==> src/rtl/lif_step_seq.sv <==
// One leaky-integrate-and-fire membrane update per accepted step, sequenced
// through an external combinational float ALU (MUL, ADD, CMP), one result per step.
module lif_step_seq #(
  parameter int REFRAC_STEPS = 2,
  parameter int CNT_W        = 4   // REFRAC_STEPS must fit: REFRAC_STEPS < 2**CNT_W
) (
  input  logic        clk,
  input  logic        rst_n,
  input  logic        v_load,
  input  logic [31:0] v_load_val,
  input  logic        in_valid,
  output logic        in_ready,
  input  logic [31:0] i_in,
  input  logic [31:0] leak,
  input  logic [31:0] thr,
  input  logic [31:0] v_reset,
  output logic        out_valid,
  input  logic        out_ready,
  output logic [31:0] v_out,
  output logic        spike,
  output logic        nan_err,
  output logic [1:0]  falu_opf,
  output logic [31:0] falu_regb,
  output logic [31:0] falu_regc,
  input  logic [31:0] falu_rega
);

  localparam logic [1:0] OP_ADD = 2'b00;
  localparam logic [1:0] OP_SUB = 2'b01;
  localparam logic [1:0] OP_MUL = 2'b10;

  typedef enum logic [2:0] {
    ST_IDLE = 3'd0,
    ST_MUL  = 3'd1,
    ST_ADD  = 3'd2,
    ST_CMP  = 3'd3,
    ST_DONE = 3'd4
  } state_t;

  state_t state_reg, state_next;

  logic [31:0]      v_reg;
  logic [31:0]      p_reg;
  logic [31:0]      s_reg;
  logic [31:0]      d_reg;
  logic [31:0]      i_in_reg;
  logic [31:0]      leak_reg;
  logic [31:0]      thr_reg;
  logic [31:0]      v_reset_reg;
  logic [CNT_W-1:0] refrac_cnt_reg;
  logic             out_valid_reg;
  logic [31:0]      v_out_reg;
  logic             spike_reg;
  logic             nan_err_reg;

  logic accept;
  logic any_nan;
  logic fire;

  assign in_ready = (state_reg == ST_IDLE) && !out_valid_reg && !v_load;
  assign accept   = in_valid && in_ready;

  assign out_valid = out_valid_reg;
  assign v_out     = v_out_reg;
  assign spike     = spike_reg;
  assign nan_err   = nan_err_reg;

  // NaN flags for the three intermediate ALU results of the step
  logic [31:0] chk_val [3];
  logic [2:0]  nan_vec;

  assign chk_val[0] = p_reg;
  assign chk_val[1] = s_reg;
  assign chk_val[2] = d_reg;

  genvar gi;
  generate
    for (gi = 0; gi < 3; gi++) begin : g_nan
      assign nan_vec[gi] = (chk_val[gi][30:23] == 8'hFF) && (chk_val[gi][22:0] != 23'd0);
    end
  endgenerate

  assign any_nan = |nan_vec;
  // s - thr >= 0 also holds for -0.0, hence the magnitude-zero term
  assign fire    = !nan_vec[2] && (!d_reg[31] || (d_reg[30:0] == 31'd0));

  // State register
  always_ff @(posedge clk) begin
    if (!rst_n) begin
      state_reg <= ST_IDLE;
    end else begin
      state_reg <= state_next;
    end
  end

  // Next-state logic
  always_comb begin
    state_next = state_reg;
    case (state_reg)
      ST_IDLE: if (accept) state_next = ST_MUL;
      ST_MUL:  state_next = ST_ADD;
      ST_ADD:  state_next = ST_CMP;
      ST_CMP:  state_next = ST_DONE;
      ST_DONE: state_next = ST_IDLE;
      default: state_next = ST_IDLE;
    endcase
  end

  // ALU operand drive
  always_comb begin
    falu_opf  = OP_ADD;
    falu_regb = 32'd0;
    falu_regc = 32'd0;
    case (state_reg)
      ST_MUL: begin
        falu_opf  = OP_MUL;
        falu_regb = v_reg;
        falu_regc = leak_reg;
      end
      ST_ADD: begin
        falu_opf  = OP_ADD;
        falu_regb = p_reg;
        falu_regc = i_in_reg;
      end
      ST_CMP: begin
        falu_opf  = OP_SUB;
        falu_regb = s_reg;
        falu_regc = thr_reg;
      end
      default: begin
        falu_opf  = OP_ADD;
        falu_regb = 32'd0;
        falu_regc = 32'd0;
      end
    endcase
  end

  // Operand capture, intermediate results, membrane state and result registers
  always_ff @(posedge clk) begin
    if (!rst_n) begin
      v_reg          <= 32'd0;
      p_reg          <= 32'd0;
      s_reg          <= 32'd0;
      d_reg          <= 32'd0;
      i_in_reg       <= 32'd0;
      leak_reg       <= 32'd0;
      thr_reg        <= 32'd0;
      v_reset_reg    <= 32'd0;
      refrac_cnt_reg <= '0;
      out_valid_reg  <= 1'b0;
      v_out_reg      <= 32'd0;
      spike_reg      <= 1'b0;
      nan_err_reg    <= 1'b0;
    end else begin
      if (out_valid_reg && out_ready) begin
        out_valid_reg <= 1'b0;
      end

      case (state_reg)
        ST_IDLE: begin
          if (v_load) begin
            v_reg          <= v_load_val;
            refrac_cnt_reg <= '0;
          end else if (accept) begin
            i_in_reg    <= i_in;
            leak_reg    <= leak;
            thr_reg     <= thr;
            v_reset_reg <= v_reset;
          end
        end
        ST_MUL: p_reg <= falu_rega;
        ST_ADD: s_reg <= falu_rega;
        ST_CMP: d_reg <= falu_rega;
        ST_DONE: begin
          out_valid_reg <= 1'b1;
          if (refrac_cnt_reg != '0) begin
            // Refractory: arithmetic results are discarded
            v_reg          <= v_reset_reg;
            v_out_reg      <= v_reset_reg;
            spike_reg      <= 1'b0;
            nan_err_reg    <= 1'b0;
            refrac_cnt_reg <= refrac_cnt_reg - CNT_W'(1);
          end else if (any_nan) begin
            v_reg       <= s_reg;
            v_out_reg   <= s_reg;
            spike_reg   <= 1'b0;
            nan_err_reg <= 1'b1;
          end else if (fire) begin
            v_reg          <= v_reset_reg;
            v_out_reg      <= v_reset_reg;
            spike_reg      <= 1'b1;
            nan_err_reg    <= 1'b0;
            refrac_cnt_reg <= CNT_W'(REFRAC_STEPS);
          end else begin
            v_reg       <= s_reg;
            v_out_reg   <= s_reg;
            spike_reg   <= 1'b0;
            nan_err_reg <= 1'b0;
          end
        end
        default: ;
      endcase
    end
  end

endmodule

==> config.mk <==
export PLATFORM = sky130hd
export DESIGN_NAME = lif_step_seq
export DESIGN_NICKNAME = d
export VERILOG_FILES = /design/src/rtl/lif_step_seq.sv
export SDC_FILE = /design/constraint.sdc
export NUM_CORES = 1
export LEC_CHECK = 0
export CAP_MARGIN = 20
export CORE_UTILIZATION = 45
export DETAILED_ROUTE_END_ITERATION = 6
export PLACE_DENSITY = 0.72
export SETUP_SLACK_MARGIN = 0.4
export SYNTH_ARGS = -nofsm -noshare
export SYNTH_HDL_FRONTEND = slang
export SYNTH_SLANG_ARGS = --single-unit
==> constraint.sdc <==
create_clock -name clk -period 2.35 [get_ports clk]
set_clock_uncertainty 0.05 [all_clocks]
set_input_delay 0.235 -clock clk [delete_from_list [all_inputs] [get_ports clk]]
set_output_delay 0.235 -clock clk [all_outputs]
set_load 0.01 [all_outputs]
# Word-level counts from Yosys, hierarchy flattened
# Index checks and enable logic that the tools add are counted.
[totals]
ff_bits = 298
input_bits = 197
out_inout_bits = 102
[classes]
n_addsub = 1
n_eq_ne = 11
n_mux = 22
bitwise_logic = 1
n_reduce_logical = 25
[op_table]
columns = ["cell", "n"]
rows = [
  ["32-bit case mux with 3 select lines", 2],
  ["32-bit two-way mux", 4],
  ["23-bit nonzero test", 3],
  ["32-bit case mux with 2 select lines", 1],
  ["31-bit zero test", 1],
  ["8-bit == test, second input constant", 3],
  ["4-bit two-way mux", 4],
  ["3-bit case mux with 4 select lines", 1],
  ["1-bit logical AND", 8],
  ["4-bit case mux with 2 select lines", 1],
  ["1-bit two-way mux", 7],
  ["3-bit by 2-bit == test with 1-bit output, second input constant", 2],
  ["3-bit != test, second input constant", 2],
  ["1-bit zero test", 4],
  ["2-bit != test, second input constant", 2],
  ["2-bit case mux with 2 select lines", 1],
  ["4-bit AND reduction", 1],
  ["2-bit nonzero test", 2],
  ["4-bit nonzero test", 1],
  ["4-bit by 1-bit subtractor with 4-bit output, second input constant", 1],
  ["3-bit by 1-bit == test with 1-bit output, second input constant", 1],
  ["3-bit == test, second input constant", 1],
  ["3-bit zero test", 1],
  ["3-bit two-way mux", 1],
  ["5 further kinds", 5],
]

# Longest topological paths before layout
# Gate-level depths: netlist (run 1).
[logic_depth]
ltp_word = 8
ltp_mapped = 9
ltp_nobuf = 7

# Worst setup path before layout (run 1)
# Ideal clock, no wire load.
[synth_timing]
path_type = "register -> output"
start = "reg state_reg[1]"
end = "out falu_regc[10]"
t_arrival_ps = 1553
t_required_ps = 2065
setup_slack_ps = 512
stages_incl_launch_ff = 7
path_buffers = 3
path_cell_list = "dfxtp_1 -> buf_2 -> clkbuf_1 -> buf_2 -> mux2_2 -> a22oi_1 -> nor2_1"
[synth_via]
elab_chain_cells = 2
word_cells_on_any_way = 4
classes_between = "eq/ne: 3; mux: 1"
[synth_lines]
columns = ["element", "line", "source"]
rows = [
  ["from (decl)", "40", "state_t state_reg, state_next;"],
  ["from (signal assigned)", "92", "state_reg <= state_next;"],
  ["3-bit by 2-bit == test with 1-bit output or 3-bit by 1-bit == test with 1-bit output (tied branches)", "114", "case (state_reg)"],
  ["32-bit case mux with 3 select lines *", "114", ""],
  ["to (decl)", "24", "output logic [31:0] falu_regc,"],
]
# Every way passes the cells marked *; elsewhere a longest branch is shown, timed or not.

# Worst setup path in the final report (run 1)
[layout_timing]
start = "reg state_reg[1]"
end = "reg thr_reg[0]"
[layout_via]
elab_chain_cells = 5
[layout_lines]
columns = ["element", "line", "source"]
rows = [
  ["3-bit zero test *", "60, 159", ""],
  ["1-bit logical AND (2 in a row)", "60", "assign in_ready = (state_reg == ST_IDLE) && !out_valid_reg && !v_load;"],
  ["1-bit logical AND", "61", "assign accept = in_valid && in_ready;"],
  ["3-bit AND reduction (no source line) *", "n/a", ""],
  ["to (signal assigned)", "167", "thr_reg <= thr;"],
  ["to (decl)", "48", "logic [31:0] thr_reg;"],
]
# Marks and branches as above.
# A chain may end at the register's enable or synchronous reset.

==> run metrics, run 1 <==
reg2reg setup slack about 0.0052 ns; Slew Limit Fails 0; Post-synth top flop dfxtp_1; Area contributors post-synth dfxtp_1 (42%), nand2_1 (12%), a21boi_0 (9.2%); clock slew at reported path FFs 0.06 ns; Setup violations, final 0; crit-path max cell delay roughly 0.37 ns; antenna violations before repair 3; count leader, synth nand2_1; DR iter-0 viols around 1500; share of flip-flops with an asynchronous set or reset 0; Routed Antenna Nets 0; nets roughly 2400; Buffers on Ports a little under 300; CP dominant cell by count buf_12; Netlist cell types 37; crit share post-route 0.998; Root Buffer clkbuf_16; Num CTS Buffers 34; DIE HEIGHT 180 µm; Cell Rows 64; layout cells sized above 1 0.294; Fmax ~430 MHz; worst path cell trace buf_12 > buf_8 > buf_16 > nor2_4 > nor4b_4 > buf_4 > buf_6 > and2_4 > buf_8 > buf_12 > buf_12 > nand2_4 > a21boi_2; DR vias/cell 6.02; Clock Latency Late Sink 0.53 ns; Tot GR Track Use 0.311; routed wire length 56800 µm; critical path data arrival time between 2 and 3 ns; 1st-pass router iterations 5; GPL Wtd Cong 0.900; Die Wd 180 µm; total chip power ~0.014 W; Slew headroom 0.411; crit path capture type register; Placeable Area around 31000 µm²; CTS Sinks slightly below 300; n_diodes 0; r2r worst-path depth 13; starting density of the core 0.463; Post-Syn Instances around 1800; HP Class input port to register; largest net degree at the start of global routing 132; reg-to-reg endpoint thr_reg[0]$_SDFFE_PN0P_; clk buf depth 3; P_leak 8.66 nW; #FFs+latches synth 298; outcome finished clean; Slew @ Worst Pin a little under 0.9 ns; Synth Net Count just over 2000; startpoint types register; Max IR drop VDD 0.000510 V; critical path's top delay family buffers and inverters; Fill cells around 2100; # IOs ~300; post-synth top area cell dfxtp_1; die area 32600 µm²; number of global-route vias before repair roughly 15000; crit path to thr_reg[0]$_SDFFE_PN0P_; fin crit period 2.34 ns; vias around 16000; most frequent cells after synthesis nand2_1 (458), dfxtp_1 (298), a21boi_0 (175); htree depth 2; DRC 0; pwr/cell area between 600 and 700 nW/µm²; Synth Warn # 0; MaxCap Viol Count 0; RR Startpoint state_reg[1]$_SDFFE_PN0P_; Critical-path top delay cell dfxtp_4; EDFF count, synth 0; sequential fraction of the synthesis area 0.416; final core utilization 0.719; HPWL Detailed 32400 µm; hold depth 3; Worst EP required 2.74 ns; final hold violations 0; first-pass GRT wire length 80800 µm; Synth Cell Area between 10000 and 15000 µm²; WL/cell between 20 and 25 µm; kind of critical path register to register; CP Max Fanout 8; GRT overflow 0; P&R area growth vs syn 55.4%; worst setup path startpoint state_reg[1]$_SDFFE_PN0P_; Buf/Inv on CP 8; Synth top area share 0.416; synthesized area per cell ~7.9 µm²; RSZ-0062 raised after global routing yes; cell depth of the worst setup path 13; CTS tree done
==> metrics by stage <==
stage	hold slack [ns]	std cells	setup TNS [ns]	instance area, µm²	setup slack [ns]
2_1_floorplan	0.320	1822	0	14300	0.512
3_3_place_gp	0.392	2415	0	17900	0.153
3_5_place_dp	0.395	2415	0	17900	0.111
4_1_cts	0.195	2548	0	20700	0.0932
5_1_grt	0.220	2579	-0.209	22300	-0.0325
6_report	0.210	2579	0	22300	0.00518
==> where the power goes <==
| group | internal (W) | switching (W) |
|---|---|---|
| sequential | 0.00531 | 0.000234 |
| combinational | 0.00135 | 0.00131 |
| clock | 0.00323 | 0.00217 |
==> per-layer routing <==
metal | GRT usage | share of wire | vias up
met5 | 0 | 0.00062 | -
met4 | 0.147 | 0.057 | 6
met3 | 0.0726 | 0.094 | 222
met2 | 0.525 | 0.48 | 907
met1 | 0.372 | 0.37 | 7353
li1 | - | - | 7045
==> cell families (layout without fill, tap and decap cells) <==
logic type | count (synthesis) | in the layout | share of synthesized area
adder cells (fa/ha/maj) | 2 | 2 | 0.00175
multiplexers | 64 | 64 | 0.0503
flip-flops | 298 | 298 | 0.416
AO/OA/AOI/OAI | 498 | 498 | 0.234
buffers and inverters | 215 | 576 | 0.0649
AND/OR/NAND/NOR | 745 | 745 | 0.233
==> worst min-delay path: stages <==
cell	delay, ns
clkdlybuf4s50_1	0.40
nand2_1	0.06
a21boi_1	0.05
==> worst min path at each step <==
stage / startpoint / end / slack [ns]
after floorplan: leak[26] / leak_reg[26]$_SDFFE_PN0P_ / 0.32
after global placement: leak_reg[29]$_SDFFE_PN0P_ / leak_reg[29]$_SDFFE_PN0P_ / 0.39
after detailed placement: spike$_SDFFE_PN0P_ / spike$_SDFFE_PN0P_ / 0.39
after CTS: i_in[1] / i_in_reg[1]$_SDFFE_PN0P_ / 0.20
after global routing: v_reset[23] / v_reset_reg[23]$_SDFFE_PN0P_ / 0.22
final: thr[12] / thr_reg[12]$_SDFFE_PN0P_ / 0.21
==> timing repair <==
action                     CTS  global route
hold buffers                 0             0
resized for setup          482           361
setup endpoints to repair  165           295
pin swaps                   72           205
setup buffers               47            17
hold endpoints to repair     0             0
cloned                      28            14
==> cells in the final DEF, fill, tap and decap left out, types with 4 or more instances in the layout <==
master	n
nand2_1	389
dfxtp_1	293
clkdlybuf4s50_1	230
a21boi_0	99
a21boi_1	90
buf_4	75
o21ai_0	74
a22oi_2	64
nor2_1	63
buf_2	62
mux2_4	59
nand2_4	57
nand3_1	54
clkbuf_16	47
o21ai_2	45
nand4_1	43
a21boi_2	38
buf_12	38
inv_1	34
a31oi_1	33
o211ai_1	32
and4_1	32
buf_16	29
buf_6	29
or3_1	23
o21ai_1	15
nand3_2	13
nand2_2	12
nor4_1	9
or3_4	9
nor2_2	8
clkbuf_8	8
clkbuf_1	8
nor4_2	7
nor3_1	5
nand2b_1	5
mux2_2	5
clkinv_2	4
buf_8	4
==> layout make-up <==
class / instances / area, µm² / area share
timing repair buffer: 482 / 5490 / 0.247
tap: 396 / 495 / 0.0222
inverter: 36 / 139 / 0.00624
multi-input combinational: 1309 / 9050 / 0.406
sequential: 298 / 5980 / 0.268
clock inverter: 9 / 139 / 0.00624
clock buffer: 49 / 977 / 0.0439
(Power assumes the default switching activity.)
==> run 2: changes to the inputs <==
- SKIP_CTS_REPAIR_TIMING: not set -> 1
==> run metrics, run 2 (same netlist as run 1, synthesis figures left out) <==
outcome finished clean; Routed Antenna Nets 0; layout cells sized above 1 0.197; die area between 30000 and 40000 µm²; Cell Rows 64; Max IR drop VDD ~0.00047 V; crit path capture type register; RSZ-0062 raised after global routing yes; routed wire length roughly 51000 µm; cell depth of the worst setup path 9; Internal a little under 0.01 W; Slew Limit Fails 0; 1st-pass router iterations 5; P_leak roughly 7.9 nW; Root Buffer clkbuf_16; Fmax 446 MHz; htree depth 2; total chip power ~0.013 W; CP Max Fanout 7; CP dominant cell by count buf_12; GRT overflow 0; kind of critical path register to register; vias between 10000 and 15000; clock slew at reported path FFs approximately 0.06 ns; largest net degree at the start of global routing approximately 130; P&R area growth vs syn 42.7%; Worst EP required around 2.7 ns; # IOs between 200 and 300; combinational share of power 0.166; HP Class input port to register; Setup violations, final 0; Num CTS Buffers 34; hold depth 3; final hold violations 0; GPL Wtd Cong roughly 0.90; DRC 0; number of global-route vias before repair 13300; Net Sw Frac 0.265; r2r worst-path depth 9; startpoint types register; Post-Place Cell Area 17900 µm²; WL/cell between 20 and 25 µm; nets approximately 2300; clk buf depth 3; Flop pwr share 0.423; critical path's top delay family simple AND/OR/NAND/NOR gates; Slew @ Worst Pin between 0.8 and 0.9 ns; DR vias/cell approximately 6; antenna violations before repair 3; Clock Latency Late Sink around 0.52 ns; CTS Sinks roughly 300; n_diodes 0; Die Wd between 150 and 200 µm; CTS tree done; Buf/Inv on CP 3; Buffers on Ports around 300; Critical-path top delay cell nor4_2; final core utilization 0.660; first-pass GRT wire length 72300 µm; MaxCap Viol Count 0; design area 20500 µm²; Clock power frac 0.411; Slew headroom 0.435; DIE HEIGHT ~180 µm; DR iter-0 viols around 1300; crit share post-route 0.954; hold slack just over 0.2 ns; HPWL Detailed 32400 µm; leading cell type in the layout, fill and taps excluded nand2_1; Placeable Area approximately 31000 µm²; worst path cell trace nor4_2 > nand4_1 > o21ai_2 > and4_4 > buf_12 > buf_12 > clkbuf_16 > o21ai_1 > a31oi_1; Tot GR Track Use 0.276; fin crit period 2.24 ns; sw power 0.00346 W; most frequent cells in the layout nand2_1 (455), dfxtp_1 (294), clkdlybuf4s50_1 (230); pwr/cell area ~640 nW/µm²; crit-path max cell delay around 0.42 ns; critical path data arrival time between 2 and 3 ns; starting density of the core 0.463
==> run 2: cell types whose count changed in the layout (fill, tap and decap cells not counted), sizes merged <==
cell          delta
dlymetal6s2s    +19
clkbuf          +32
bufbuf           -1
buf             -98
==> run 2: worst reg2reg max path, stage by stage (launching register included) <==
cell and delay (ns):
dfxtp_1 0.34, nor4_2 0.42, nand4_1 0.19, o21ai_2 0.23, and4_4 0.28, buf_12 0.15, buf_12 0.13, clkbuf_16 0.15
o21ai_1 0.06, a31oi_1 0.17
==> run 2: path summary, 6_finish.rpt <==
path	from	endpoint	slack [ns]
worst max-delay path	p_reg[11]$_SDFFE_PN0P_	v_out[15]$_SDFFE_PN0P_	0.11
worst min-delay path	v_reset[27]	v_reset_reg[27]$_SDFFE_PN0P_	0.21
worst max register to register	p_reg[11]$_SDFFE_PN0P_	v_out[15]$_SDFFE_PN0P_	0.11
worst min register to register	thr_reg[1]$_SDFFE_PN0P_	thr_reg[1]$_SDFFE_PN0P_	0.40
==> run 2: stage by stage <==
| step | setup TNS, ns | instances | setup slack [ns] |
|---|---|---|---|
| 4_1_cts | -19.06 | 2473 | -0.390 |
| 6_report | 0 | 2531 | 0.108 |
| 3_3_place_gp | 0 | 2415 | 0.153 |
| 2_1_floorplan | 0 | 1822 | 0.512 |
| 3_5_place_dp | 0 | 2415 | 0.111 |
| 5_1_grt | 0 | 2531 | 0.0451 |
==> run 2: power by group through the flow <==
stage,clock network [W],logic [W],registers (W)
2_1_floorplan,0,0.000971,0.00554
3_3_place_gp,0,0.00180,0.00562
3_5_place_dp,0,0.00182,0.00562
4_1_cts,0.00541,0.00183,0.00551
5_1_grt,0.00563,0.00231,0.00555
6_report,0.00537,0.00217,0.00553
==> run 2: routing by layer <==
layer,vias to the layer above,share of wire,track usage
li1,6921,-,-
met1,6983,0.39,0.333
met2,691,0.48,0.466
met3,174,0.084,0.0661
met4,6,0.045,0.121
met5,-,0.00074,0
==> run 2: layout make-up <==
class / count / area (µm²)
Clock buffer: 49 / 977
Timing Repair Buffer: 434 / 4660
Sequential cell: 298 / 5980
Clock inverter: 9 / 139
Fill cell: 2515 / 10500
Multi-Input combinational cell: 1309 / 8070
Inverter: 36 / 138
Tap cell: 396 / 495
